$ cat config.mk
export PLATFORM = sky130hd
export DESIGN_NAME = obsidian_hazard_controller
export DESIGN_NICKNAME = d
export VERILOG_FILES = /design/src/rtl/obsidian_hazard_controller.sv
export SDC_FILE = /design/constraint.sdc
export NUM_CORES = 1
export LEC_CHECK = 0
export CORE_ASPECT_RATIO = 0.6
export CORE_MARGIN = 2
export CORE_UTILIZATION = 44
export CTS_CLUSTER_DIAMETER = 200
export DETAILED_ROUTE_END_ITERATION = 16
export PLACE_DENSITY = 0.78
export SLEW_MARGIN = 10
export SYNTH_ARGS = -nofsm -noshare
export SYNTH_HDL_FRONTEND = slang
export SYNTH_SLANG_ARGS = --single-unit
$ cat constraint.sdc
create_clock -name clk -period 3.5 [get_ports clk]
set_clock_uncertainty 0.1 [all_clocks]
set_input_delay 0.7 -clock clk [delete_from_list [all_inputs] [get_ports clk]]
set_output_delay 0.7 -clock clk [all_outputs]
set_load 0.1 [all_outputs]
$ cat src/rtl/obsidian_hazard_controller.sv
// rtl/obsidian_hazard_controller.sv - load-use stall, branch flush and memory freeze control for the five-stage pipeline
module obsidian_hazard_controller #(
    parameter int unsigned FLUSH_CYCLES = 2
) (
    input  logic        clk,
    input  logic        rst,
    input  logic [31:0] id_instr,
    input  logic        ex_memread,
    input  logic [4:0]  ex_rd,
    input  logic        ex_branch_taken,
    input  logic        mem_busy,
    output logic        pc_write,
    output logic        if_id_write,
    output logic        id_ex_write,
    output logic        id_ex_bubble,
    output logic        if_id_flush,
    output logic [1:0]  state,
    output logic [15:0] stall_cycles,
    output logic [15:0] flush_events
);

    typedef enum logic [1:0] {
        RUN    = 2'd0,
        FLUSH  = 2'd1,
        FREEZE = 2'd2
    } state_t;

    localparam logic [2:0] FLUSH_INIT = 3'(FLUSH_CYCLES - 1);

    state_t      cur_state;
    state_t      next_state;
    logic [2:0]  remaining;
    logic [2:0]  next_remaining;
    logic        stall_inc;
    logic        flush_inc;

    logic [10:0] opcode;
    logic [4:0]  rn;
    logic [4:0]  rm;
    logic [4:0]  rt;
    logic        rm_src;
    logic        rt_src;
    logic        load_use;
    logic        unused_instr_bits;

    assign opcode            = id_instr[31:21];
    assign rm                = id_instr[20:16];
    assign rn                = id_instr[9:5];
    assign rt                = id_instr[4:0];
    assign unused_instr_bits = ^id_instr[15:10];

    always_comb begin
        rm_src = 1'b0;
        rt_src = 1'b0;
        case (opcode)
            11'h450, 11'h458, 11'h550, 11'h558,
            11'h650, 11'h658, 11'h750, 11'h758: rm_src = 1'b1;
            11'h7C0, 11'h5E0, 11'h7E0:          rt_src = 1'b1;
            default: ;
        endcase
    end

    // XZR is excluded once via ex_rd, so a source field of 31 can never match
    assign load_use = ex_memread && (ex_rd != 5'd31) &&
                      ((ex_rd == rn) || (rm_src && ex_rd == rm) || (rt_src && ex_rd == rt));

    always_comb begin
        next_state     = cur_state;
        next_remaining = remaining;
        stall_inc      = 1'b0;
        flush_inc      = 1'b0;
        pc_write       = 1'b1;
        if_id_write    = 1'b1;
        id_ex_write    = 1'b1;
        id_ex_bubble   = 1'b0;
        if_id_flush    = 1'b0;

        if (rst) begin
            id_ex_bubble = 1'b1;
            if_id_flush  = 1'b1;
        end else if (mem_busy) begin
            // A pending flush simply holds its count until memory is ready
            pc_write    = 1'b0;
            if_id_write = 1'b0;
            id_ex_write = 1'b0;
            stall_inc   = 1'b1;
            if (cur_state == RUN) begin
                next_state = FREEZE;
            end
        end else if (cur_state == FLUSH) begin
            id_ex_bubble   = 1'b1;
            if_id_flush    = 1'b1;
            next_remaining = (remaining != 3'd0) ? remaining - 3'd1 : 3'd0;
            if (remaining <= 3'd1) begin
                next_state = RUN;
            end
        end else if (ex_branch_taken) begin
            id_ex_bubble = 1'b1;
            if_id_flush  = 1'b1;
            flush_inc    = 1'b1;
            if (FLUSH_CYCLES > 1) begin
                next_state     = FLUSH;
                next_remaining = FLUSH_INIT;
            end else begin
                next_state = RUN;
            end
        end else if (load_use) begin
            pc_write     = 1'b0;
            if_id_write  = 1'b0;
            id_ex_bubble = 1'b1;
            stall_inc    = 1'b1;
            next_state   = RUN;
        end else begin
            next_state = RUN;
        end
    end

    always_ff @(posedge clk) begin
        if (rst) begin
            cur_state    <= RUN;
            remaining    <= 3'd0;
            stall_cycles <= 16'd0;
            flush_events <= 16'd0;
        end else begin
            cur_state <= next_state;
            remaining <= next_remaining;
            if (stall_inc && stall_cycles != 16'hFFFF) begin
                stall_cycles <= stall_cycles + 16'd1;
            end
            if (flush_inc && flush_events != 16'hFFFF) begin
                flush_events <= flush_events + 16'd1;
            end
        end
    end

    assign state = cur_state;

endmodule
==> results.py <==
metrics = {
    "die": {
        "die-area_um2": 5430,
        "die_x_um": 93.8,
        "ios": 81,
        "initial_core_util": 0.462,
        "fp-row-count": 19,
        "fp.dieH_um": 57.9,
        "core_um2": 4610,
    },
    "grt": {
        "grt_pass1_vias": 1848,
        "grt_util_all_layers": 0.220,
        "antenna_found_initial": 0,
        "grt-ovfl-total": 0,
        "grt_max_degree": 33,
        "grt_pass1_wl_um": 9220,
    },
    "cts": {
        "post_cts_resized": 0,
        "cts_htree_levels": 2,
        "clk_path_buf_depth": 2,
        "numCtsBuffers": 5,
        "insertion_delay_ps": 290,
        "cts_tree": "yes",
        "root_buffer": "clkbuf_8",
        "path_clk_slew_ps": 70,
        "post_cts_buffers": 0,
        "cts.sinks": 37,
        "cts.hold.buffers_added": 0,
    },
    "timing": {
        "rsz0062_at_grt": "false",
        "finalMaxSlewViolations": 0,
        "finalCritPeriodShare": 0.943,
        "setup_viol_count_final": 0,
        "finalHoldViolations": 0,
        "fmax_mhz": 303,
        "maxSlewHeadroom": 0.584,
        "worst_pin_slew_ps": 624,
        "setup_tns_ps": 0,
        "fin_crit_ps": 3300,
    },
    "pwr": {
        "switching_share": 0.290,
        "peakVddDrop_mv": 0.216,
        "clkPwrFrac": 0.324,
        "p_per_area_nw_per_um2": 312,
        "p_sw_mw": 0.271,
        "cellInternalPower_mw": 0.663,
        "fin_total_pwr_mw": 0.933,
        "power.leakage_nw": 1.17,
        "combPwrFrac": 0.212,
        "seqPwrFrac": 0.463,
    },
    "cells_and_area": {
        "synthToLayoutAreaGrowth_pct": 40.3,
        "nFillCells": 429,
        "layout.cells.non_filler": 398,
        "design_area_um2": 2990,
        "num-nets-final": 381,
        "n_antenna_cell": 0,
        "drive_above_1_share": 0.179,
    },
    "logic_synthesis": {
        "syn_inst": 260,
        "yosys_warnings": 0,
        "yosysTopAreaCellShare": 0.348,
        "synth_edf_count": 0,
        "synth_nets": 306,
        "avgSynthCellArea_um2": 8.20,
        "yosysUniqueCellTypes": 43,
        "synth_area_um2": 2130,
        "synth-seq-area-share": 0.348,
        "synth.area.top_cells": "dfxtp_1 (35%), xor2_1 (8.2%), nor2_1 (5.6%)",
        "synth_seq_cells": 37,
        "synth_area_leader_cell": "dfxtp_1",
        "ys.flop_type": "dfxtp_1",
        "async_flop_share": 0,
    },
    "routing": {
        "drtPass1Iterations": 4,
        "drtIter0Drc": 172,
        "vias_per_cell": 5.28,
        "ant_nets": 0,
        "routed_wl_um": 5700,
        "wire_per_inst_um": 14.3,
        "vias": 2102,
        "drc": 0,
    },
    "worst_setup_path": {
        "crit_type": "primary input to output port",
        "crit_arrival_ps": 2500,
        "required_ps": 2700,
        "cp-end-kind": "output port",
        "startpoint_type": "primary input",
        "crit_path_max_fanout": 4,
    },
    "flow_run": {
        "cap_violations": 0,
    },
    "placed_design": {
        "place.gp.congestion": 0.806,
        "hpwlAfterDp_um": 4430,
        "placedCellCount": 391,
        "io_buffers": 74,
        "placed_area_um2": 2900,
    },
    "outcome": {
        "outcome": "completed",
    },
    "min_path": {
        "min_path_type": "flop to flop",
    },
}
## final cells by class
cell class              count  area [um^2]  share of cell area
repair buffers             79          743               0.249
inverters                   8         30.0              0.0100
clock buffers               7         86.3              0.0289
flip-flops and latches     37          741               0.248
well taps                  63         78.8              0.0264
multi-input cells         204         1310               0.438
## power groups by stage
stage / clock network, mW / registers [mW] / logic, mW
after floorplan: 0 / 0.472 / 0.0859
after global placement: 0 / 0.441 / 0.195
after detailed placement: 0 / 0.442 / 0.198
after CTS: 0.308 / 0.432 / 0.199
after global routing: 0.334 / 0.433 / 0.210
final: 0.303 / 0.432 / 0.198
## logic make-up (layout without fill, tap and decap cells)
group,Yosys count,count (layout),synth area share
mux,7,7,0.0352
xor+xnor,29,29,0.119
fa+ha+maj,4,4,0.0235
simple gates,125,125,0.307
buf+inv,19,94,0.0423
compound gates,39,39,0.125
flops,37,37,0.348
## worst paths after layout
kind / start / to / slack, ps / cells past startpoint
setup / recovery: ex_rd[2] / pc_write / 200 / 8
hold / removal: stall_cycles[4] / stall_cycles[4] / 380 / 2
setup reg to reg: state[0] / stall_cycles[15] / 1210 / 7
hold reg to reg: stall_cycles[4] / stall_cycles[4] / 380 / 2
## routing by layer
metal,vias up,GRT usage,wire length [um]
met5,-,0,0
met4,0,0.0725,42
met3,5,0.0494,375
met2,56,0.300,2380
met1,964,0.340,2900
li1,1077,-,-
## synth_stat cells (2+ instances only)
cell type	instances
mux2_2	4
o21ai_0	7
nand3_1	17
xnor2_1	9
nand4_1	5
nand2b_1	2
o211ai_1	3
and2_1	4
a21oi_1	8
clkbuf_1	7
ha_1	4
nor2_1	32
nor4_1	2
o21a_1	5
o31ai_1	6
o41ai_1	2
o311ai_0	3
nand2_1	19
mux2i_1	3
inv_1	8
and4_1	3
and3_1	7
xor2_1	20
or4_1	5
nor3_1	15
dfxtp_1	37
or3_1	2
nor2b_1	5
buf_6	2
## through the flow
step,hold WS [ps],setup WS [ps],util
global placement,364,211,0.630
finish,385,199,0.648
detailed placement,383,202,0.630
floorplan,366,157,-
CTS,391,202,0.648
global route,421,67.2,0.648
## flip-flops by register name (all words and copies together) (netlist names)
| signal | cells |
|---|---|
| remaining | 3 |
| state | 2 |
| flush_events | 16 |
| stall_cycles | 16 |
## critical path: stages
cell             delay (ps)
clkdlybuf4s50_1         520
xor2_1                  210
nor4_1                  290
buf_4                   180
a41oi_1                 120
o21a_1                  150
nand2b_4                170
buf_12                  180
## cells in the final DEF, fill, tap and decap left out, types with 9 or more instances in the layout
cell,instances
clkdlybuf4s50_1,35
nor2_1,32
nand3_1,17
nor3_1,15
xnor2_1,9
nand2_1,19
xor2_1,20
buf_4,39
dfxtp_1,37
Power figures use the tool's default switching activity.
